==> src/rtl/ksa_pipe.sv <==
// Pipelined Kogge-Stone adder/subtractor with 1/2/4-lane SIMD split, tag passthrough and flush.
// Define KSA_PIPE_FLAGS_EN to add per-lane carry-out, overflow and zero flag outputs.
module ksa_pipe #(
    parameter int WIDTH            = 32,
    parameter int LEVELS_PER_STAGE = 2,
    parameter int TAG_W            = 6
) (
    input  logic             clk,
    input  logic             rst,
    input  logic             flush,
    input  logic             in_valid,
    output logic             in_ready,
    input  logic [WIDTH-1:0] in_a,
    input  logic [WIDTH-1:0] in_b,
    input  logic             in_sub,
    input  logic [1:0]       in_lane_mode,
    input  logic [TAG_W-1:0] in_tag,
    output logic             out_valid,
    input  logic             out_ready,
    output logic [WIDTH-1:0] out_result,
    output logic [TAG_W-1:0] out_tag
`ifdef KSA_PIPE_FLAGS_EN
    ,
    output logic [3:0]       out_cout,
    output logic [3:0]       out_ovf,
    output logic [3:0]       out_zero
`endif
);

    localparam int LEVELS = $clog2(WIDTH);
    localparam int STAGES = (LEVELS + LEVELS_PER_STAGE - 1) / LEVELS_PER_STAGE;
    localparam int MID    = (STAGES > 1) ? STAGES - 1 : 1;

    // Prefix levels owned by one stage. A level k combines bit i with bit
    // i-2^(k-1) only when both sit in the same lane, i.e. the offset of i
    // inside its lane is at least 2^(k-1).
    function automatic logic [WIDTH-1:0] prefix_g(
        input logic [WIDTH-1:0] g_in,
        input logic [WIDTH-1:0] p_in,
        input logic [1:0]       mode,
        input int               stage
    );
        logic [WIDTH-1:0] g;
        logic [WIDTH-1:0] p;
        logic [WIDTH-1:0] gs;
        logic [WIDTH-1:0] ps;
        int               lmask;
        g     = g_in;
        p     = p_in;
        lmask = (1 << (LEVELS - int'(mode))) - 1;
        for (int k = 1; k <= LEVELS; k++) begin
            if (k > (stage - 1) * LEVELS_PER_STAGE && k <= stage * LEVELS_PER_STAGE) begin
                gs = g << (1 << (k - 1));
                ps = p << (1 << (k - 1));
                for (int i = 0; i < WIDTH; i++) begin
                    if ((i & lmask) >= (1 << (k - 1))) begin
                        g[i] = g[i] | (p[i] & gs[i]);
                        p[i] = p[i] & ps[i];
                    end
                end
            end
        end
        return g;
    endfunction

    function automatic logic [WIDTH-1:0] prefix_p(
        input logic [WIDTH-1:0] p_in,
        input logic [1:0]       mode,
        input int               stage
    );
        logic [WIDTH-1:0] p;
        logic [WIDTH-1:0] ps;
        int               lmask;
        p     = p_in;
        lmask = (1 << (LEVELS - int'(mode))) - 1;
        for (int k = 1; k <= LEVELS; k++) begin
            if (k > (stage - 1) * LEVELS_PER_STAGE && k <= stage * LEVELS_PER_STAGE) begin
                ps = p << (1 << (k - 1));
                for (int i = 0; i < WIDTH; i++) begin
                    if ((i & lmask) >= (1 << (k - 1))) begin
                        p[i] = p[i] & ps[i];
                    end
                end
            end
        end
        return p;
    endfunction

    // Pipeline registers
    logic [STAGES:1]  r_v;
    logic [WIDTH-1:0] r_g    [1:MID];
    logic [WIDTH-1:0] r_p    [1:MID];
    logic [WIDTH-1:0] r_p0   [1:MID];
    logic             r_sub  [1:MID];
    logic [1:0]       r_mode [1:MID];
    logic [TAG_W-1:0] r_tag  [1:STAGES];
    logic [WIDTH-1:0] r_result;

    // Stage inputs / outputs
    logic [WIDTH-1:0] w_in_g    [1:STAGES];
    logic [WIDTH-1:0] w_in_p    [1:STAGES];
    logic [WIDTH-1:0] w_in_p0   [1:STAGES];
    logic             w_in_sub  [1:STAGES];
    logic [1:0]       w_in_mode [1:STAGES];
    logic [TAG_W-1:0] w_in_tag  [1:STAGES];
    logic [WIDTH-1:0] w_out_g   [1:MID];
    logic [WIDTH-1:0] w_out_p   [1:MID];

    logic [WIDTH-1:0] w_l0_g;
    logic [WIDTH-1:0] w_l0_p;
    logic [WIDTH-1:0] w_b_eff;
    logic [1:0]       w_l0_mode;
    logic [WIDTH-1:0] w_fin_g;
    logic [WIDTH-1:0] w_fin_carry;
    logic [WIDTH-1:0] w_sum;
    logic [STAGES:1]  w_adv;
    logic [STAGES:1]  w_vin;
    logic             w_accept;

    // Level 0: generate/propagate, with the lane carry-in folded into each lane LSB.
    always_comb begin
        int lmask;
        w_l0_mode = (in_lane_mode == 2'd3) ? 2'd0 : in_lane_mode;
        lmask     = (1 << (LEVELS - int'(w_l0_mode))) - 1;
        w_b_eff   = in_b ^ {WIDTH{in_sub}};
        w_l0_p    = in_a ^ w_b_eff;
        w_l0_g    = in_a & w_b_eff;
        for (int i = 0; i < WIDTH; i++) begin
            if ((i & lmask) == 0) begin
                w_l0_g[i] = w_l0_g[i] | (w_l0_p[i] & in_sub);
            end
        end
    end

    assign w_in_g[1]    = w_l0_g;
    assign w_in_p[1]    = w_l0_p;
    assign w_in_p0[1]   = w_l0_p;
    assign w_in_sub[1]  = in_sub;
    assign w_in_mode[1] = w_l0_mode;
    assign w_in_tag[1]  = in_tag;

    generate
        for (genvar gi = 2; gi <= STAGES; gi++) begin : g_stage_in
            assign w_in_g[gi]    = r_g[gi-1];
            assign w_in_p[gi]    = r_p[gi-1];
            assign w_in_p0[gi]   = r_p0[gi-1];
            assign w_in_sub[gi]  = r_sub[gi-1];
            assign w_in_mode[gi] = r_mode[gi-1];
            assign w_in_tag[gi]  = r_tag[gi-1];
        end
        for (genvar gi = 1; gi < STAGES; gi++) begin : g_stage_pfx
            assign w_out_g[gi] = prefix_g(w_in_g[gi], w_in_p[gi], w_in_mode[gi], gi);
            assign w_out_p[gi] = prefix_p(w_in_p[gi], w_in_mode[gi], gi);
        end
    endgenerate

    // Last stage finishes the prefix tree and forms the sum before its register.
    assign w_fin_g     = prefix_g(w_in_g[STAGES], w_in_p[STAGES], w_in_mode[STAGES], STAGES);
    assign w_fin_carry = {w_fin_g[WIDTH-2:0], 1'b0};

    always_comb begin
        int lmask;
        lmask = (1 << (LEVELS - int'(w_in_mode[STAGES]))) - 1;
        w_sum = '0;
        for (int i = 0; i < WIDTH; i++) begin
            if ((i & lmask) == 0) begin
                w_sum[i] = w_in_p0[STAGES][i] ^ w_in_sub[STAGES];
            end else begin
                w_sum[i] = w_in_p0[STAGES][i] ^ w_fin_carry[i];
            end
        end
    end

    // Elastic handshake: a stage may load when the stage downstream is empty or moving.
    always_comb begin
        w_adv         = '0;
        w_adv[STAGES] = out_ready | ~r_v[STAGES];
        for (int s = STAGES - 1; s >= 1; s--) begin
            w_adv[s] = ~r_v[s+1] | w_adv[s+1];
        end
    end

    assign in_ready = (~r_v[1] | w_adv[1]) & ~flush;
    assign w_accept = in_valid & in_ready;

    always_comb begin
        w_vin    = '0;
        w_vin[1] = w_accept;
        for (int s = 2; s <= STAGES; s++) begin
            w_vin[s] = r_v[s-1];
        end
    end

`ifdef KSA_PIPE_FLAGS_EN
    logic [3:0] r_cout;
    logic [3:0] r_ovf;
    logic [3:0] r_zero;
    logic [3:0] w_cout;
    logic [3:0] w_ovf;
    logic [3:0] w_zero;

    always_comb begin
        int   lw;
        int   lmask;
        logic nz;
        lw     = LEVELS - int'(w_in_mode[STAGES]);
        lmask  = (1 << lw) - 1;
        w_cout = '0;
        w_ovf  = '0;
        w_zero = '0;
        for (int j = 0; j < 4; j++) begin
            if (j < (1 << int'(w_in_mode[STAGES]))) begin
                nz = 1'b0;
                for (int i = 0; i < WIDTH; i++) begin
                    if ((i >> lw) == j) begin
                        nz = nz | w_sum[i];
                        if ((i & lmask) == lmask) begin
                            w_cout[j] = w_fin_g[i];
                            w_ovf[j]  = w_fin_g[i] ^ w_fin_carry[i];
                        end
                    end
                end
                w_zero[j] = ~nz;
            end
        end
    end

    always_ff @(posedge clk) begin
        if (rst) begin
            r_cout <= '0;
            r_ovf  <= '0;
            r_zero <= '0;
        end else if (w_adv[STAGES]) begin
            r_cout <= w_cout;
            r_ovf  <= w_ovf;
            r_zero <= w_zero;
        end
    end

    assign out_cout = r_cout;
    assign out_ovf  = r_ovf;
    assign out_zero = r_zero;
`endif

    always_ff @(posedge clk) begin
        if (rst) begin
            r_v      <= '0;
            r_result <= '0;
            for (int s = 1; s <= MID; s++) begin
                r_g[s]    <= '0;
                r_p[s]    <= '0;
                r_p0[s]   <= '0;
                r_sub[s]  <= 1'b0;
                r_mode[s] <= 2'd0;
            end
            for (int s = 1; s <= STAGES; s++) begin
                r_tag[s] <= '0;
            end
        end else begin
            for (int s = 1; s <= STAGES; s++) begin
                if (w_adv[s]) begin
                    r_v[s]   <= w_vin[s];
                    r_tag[s] <= w_in_tag[s];
                end
            end
            for (int s = 1; s < STAGES; s++) begin
                if (w_adv[s]) begin
                    r_g[s]    <= w_out_g[s];
                    r_p[s]    <= w_out_p[s];
                    r_p0[s]   <= w_in_p0[s];
                    r_sub[s]  <= w_in_sub[s];
                    r_mode[s] <= w_in_mode[s];
                end
            end
            if (w_adv[STAGES]) begin
                r_result <= w_sum;
            end
            // Flush only kills validity; stale data behind a cleared valid is harmless.
            if (flush) begin
                r_v <= '0;
            end
        end
    end

    assign out_valid  = r_v[STAGES];
    assign out_result = r_result;
    assign out_tag    = r_tag[STAGES];

endmodule

==> config.mk <==
export PLATFORM = sky130hd
export DESIGN_NAME = ksa_pipe
export DESIGN_NICKNAME = d
export VERILOG_FILES = /design/src/rtl/ksa_pipe.sv
export SDC_FILE = /design/constraint.sdc
export NUM_CORES = 1
export LEC_CHECK = 0
export ABC_AREA = 1
export BUFFER_PORTS_ARGS = -buffer_cell sky130_fd_sc_hd__buf_2
export CAP_MARGIN = 20
export CORE_ASPECT_RATIO = 0.8
export CORE_UTILIZATION = 25
export CTS_CLUSTER_DIAMETER = 200
export DETAILED_ROUTE_END_ITERATION = 10
export PLACE_DENSITY = 0.39
export SYNTH_ARGS = -nofsm -noshare
export SYNTH_HDL_FRONTEND = slang
export SYNTH_SLANG_ARGS = --single-unit
==> constraint.sdc <==
create_clock -name clk -period 6.8 [get_ports clk]
set_input_delay 2.04 -clock clk [delete_from_list [all_inputs] [get_ports clk]]
set_output_delay 2.04 -clock clk [all_outputs]
set_load 0.01 [all_outputs]
==> metrics <==
status=finished clean; Gate power share=13.6%; CTS max path bufs=3; Mapped Cells=1,270; # fillers=4,949; uppermost routed layer=met4; Post-synth EDFFs=192; Synth Area in Adders=3.96%; Net Sw Power=0.924 mW; Top Family by Delay on Critical Path=simple AND/OR/NAND/NOR gates; Slew Limit Headroom=33.0%; Hold Startpoint=out_result[3]; # IOs=118; Max Slew Vio Count=0; initial antenna violation count=0; metal2 WL=13,700 um; Async SR Flop Fraction=0%; CTS Hold Bufs=0; number of buffers added on ports=117; Mapped Area=11,700 sq um; Switching Fraction=26.9%; Detailed Place HPWL=27,100 um; final setup TNS=0 ps; Initial DRC Count=602; Final WS setup=1940 ps; Netlist cell types=42; Clock Pin Slew Worst Setup and Hold Paths=60 ps; simple-gate share of the synthesized area=19.4%; layout cell share with drive strength beyond 1=14.1%; Vias/cell=4.23; FF-to-FF Start=r_v[3]; clock skew=12.8 ps; most used cell, CP=buf_2; Setup Fix Bufs, Post-CTS=0; Final Hold Fails=0; CTS sink count=227; Detailed Route WL=35,100 um; fin cells=2,005; drt drc=0; r2r setup slk=3710 ps; clock power share=37.5%; YS warnings=0; die area=47,700 sq um; CP max-delay cell=nor2_4; Syn Area/Cell=9.21 sq um; num rows=70; Setup crit start kind=input pin; TritonRoute pass-1 iters=5; Hold Path Sink=out_result[3]; commonest non-fill, non-tap cell in the layout=nand2_1; Util after Layout=29.4%; RSZ-0062 raised after global routing=false; sequential share of power=49.0%; Worst Max-Slew Pin Slew=1010 ps; clock root cell=clkbuf_16; Std-Cell Core Area=45,900 sq um; cts repair resizes=0; H-tree levels=1; number of diodes=0; Int Power=2.51 mW; Worst Path Class, Setup=in -> out; initial cell density of the core=25.5%; reg2reg path depth=6; crit-path cells=buf_2, nor2_4, nand3_1, nand2_1, inv_1, buf_2; largest net degree at the start of global routing=61; endpoint class of the critical path=primary output; number of global-route vias before repair=8,116; CP Max Fanout=6; largest family of logic cells by synthesized area=simple AND/OR/NAND/NOR gates; latest clock arrival within the worst-skew pair=530 ps; Post-synth top flop=edfxtp_1; gr ovfl total=0; Arr. time, crit path=2820 ps; HP Class=reg -> reg; mux share of post-synthesis cell area=0%; crit path time final=4860 ps; slowest stage delay, CP=270 ps; post-route cell area=13,500 sq um; Die Height=195 um; Post-DRT Antenna Nets=0; area grow syn2layout=15.5%; Synth Area in Compound Gates=9.18%; Synth Area in XOR/XNOR=2.77%; period utilization=71.4%; Leak Pwr=6.18 nW; CP bufs+invs=3; GRT Total Usage=14.5%; metal3 WL=1660 um; placed insts=1,958; M1 WL=19,000 um; CTS tree=done; r2r endpoint=r_mode[1][1]; DIE WIDTH=244 um; area of placed instances=12,700 sq um; worst slack, placed=1820 ps; commonest non-fill, non-tap cells in the layout=281 x nand2_1, 192 x edfxtp_1, 183 x inv_1; detailed-route wire length per cell=17.5 um; Yosys reg bits=227; Power Density=254 nW/um^2; # Max-Cap Violations=0; Final Net Count=1,489; syn_nets=1,385; Vias=8,487; GPL Wtd Cong=0.846; Setup violations, final=0; sequential element share of the synthesized area=55.3%; CTS Buf Count=26; Max VDD drop=0.143 mV; hold depth=2; Worst Path Required=4760 ps; first-pass GRT wire length=52,300 um; max frequency=206 MHz
[cells in the mapped netlist (2+ instances only)]
| cell | number | area share, % |
|---|---|---|
| nand2_1 | 283 | 9.1 |
| edfxtp_1 | 192 | 49 |
| inv_1 | 183 | 5.9 |
| nor2_1 | 160 | 5.1 |
| a21oi_1 | 61 | 2.6 |
| nand3_1 | 56 | 2.4 |
| o21ai_0 | 49 | 2.1 |
| ha_1 | 37 | 4.0 |
| dfxtp_1 | 35 | 6.0 |
| xor2_1 | 31 | 2.3 |
| o21bai_1 | 25 | 1.6 |
| buf_4 | 18 | 1.2 |
| buf_6 | 14 | 1.3 |
| o21ai_1 | 13 | 0.56 |
| nor3_1 | 12 | 0.51 |
| buf_2 | 11 | 0.47 |
| a31oi_1 | 9 | 0.48 |
| a211oi_1 | 8 | 0.51 |
| inv_2 | 8 | 0.26 |
| nand4_1 | 7 | 0.37 |
| nand2_2 | 6 | 0.32 |
| o211ai_1 | 6 | 0.39 |
| xnor2_1 | 6 | 0.45 |
| o21ai_2 | 5 | 0.37 |
| or2_2 | 5 | 0.27 |
| nand2_4 | 3 | 0.29 |
| nor2_2 | 3 | 0.16 |
| nor2_4 | 3 | 0.29 |
| a21boi_1 | 2 | 0.13 |
| a31o_2 | 2 | 0.15 |
| and3_1 | 2 | 0.11 |
| conb_1 | 2 | 0.064 |
| nor3b_1 | 2 | 0.13 |
| nor4_1 | 2 | 0.11 |
| o21a_1 | 2 | 0.13 |
[state kept, by name (all words and copies together) (netlist names)]
register	flops
r_p0	63
r_g	62
r_p	43
out_result	32
r_tag	18
r_mode	4
r_v	3
r_sub	2
[layout make-up]
cell class / instances / area (sq um) / area share (%)
clock inverters: 16 / 73.8 / 0.547
inverters: 191 / 717 / 5.31
well taps: 612 / 766 / 5.67
clock buffers: 31 / 711 / 5.26
multi-input cells: 807 / 4160 / 30.8
flip-flops and latches: 227 / 6470 / 47.9
repair buffers: 121 / 616 / 4.56
[tightest hold or removal path, stage by stage (launching register included)]
cell and delay [ps]:
dfxtp_1 320, nand2_1 50, nand2_1 50
[per-layer routing]
layer	GRT usage, %	vias to the layer above
met5	0	-
met4	3.24	0
met3	2.35	32
met2	19.8	220
met1	23.2	3863
li1	-	4372
[cells by family (layout without fill, tap and decap cells)]
group / after synthesis / after routing
XOR/XNOR: 37 / 37
AND/OR/NAND/NOR: 547 / 547
buffers and inverters: 236 / 359
adder cells (fa/ha/maj): 37 / 37
AO/OA/AOI/OAI: 184 / 184
flip-flops: 227 / 227
other: 2 / 2
[power groups by stage]
stage	registers [mW]	logic, mW	clock network, mW
6_report	1.68	0.466	1.29
5_1_grt	1.69	0.525	1.38
4_1_cts	1.69	0.471	1.33
3_5_place_dp	1.71	0.468	0
3_3_place_gp	1.71	0.471	0
2_1_floorplan	1.68	0.298	0
[worst max-delay path by stage]
stage          cells after the start       from  slack, ps   endpoint
2_1_floorplan                      5  out_ready        670  r_g[1][0]
3_3_place_gp                       6  out_ready       1840  r_p[1][9]
3_5_place_dp                       6  out_ready       1820  r_p[1][9]
4_1_cts                            6  out_ready       1940   in_ready
5_1_grt                            6  out_ready       1850   in_ready
6_report                           6  out_ready       1940   in_ready
[metrics by stage]
step / hold WS, ps / power (mW)
2_1_floorplan: 449 / 1.98
3_3_place_gp: 441 / 2.19
3_5_place_dp: 438 / 2.18
4_1_cts: 452 / 3.49
5_1_grt: 463 / 3.60
6_report: 449 / 3.44
Note: power is estimated with default switching activity, not from simulation.
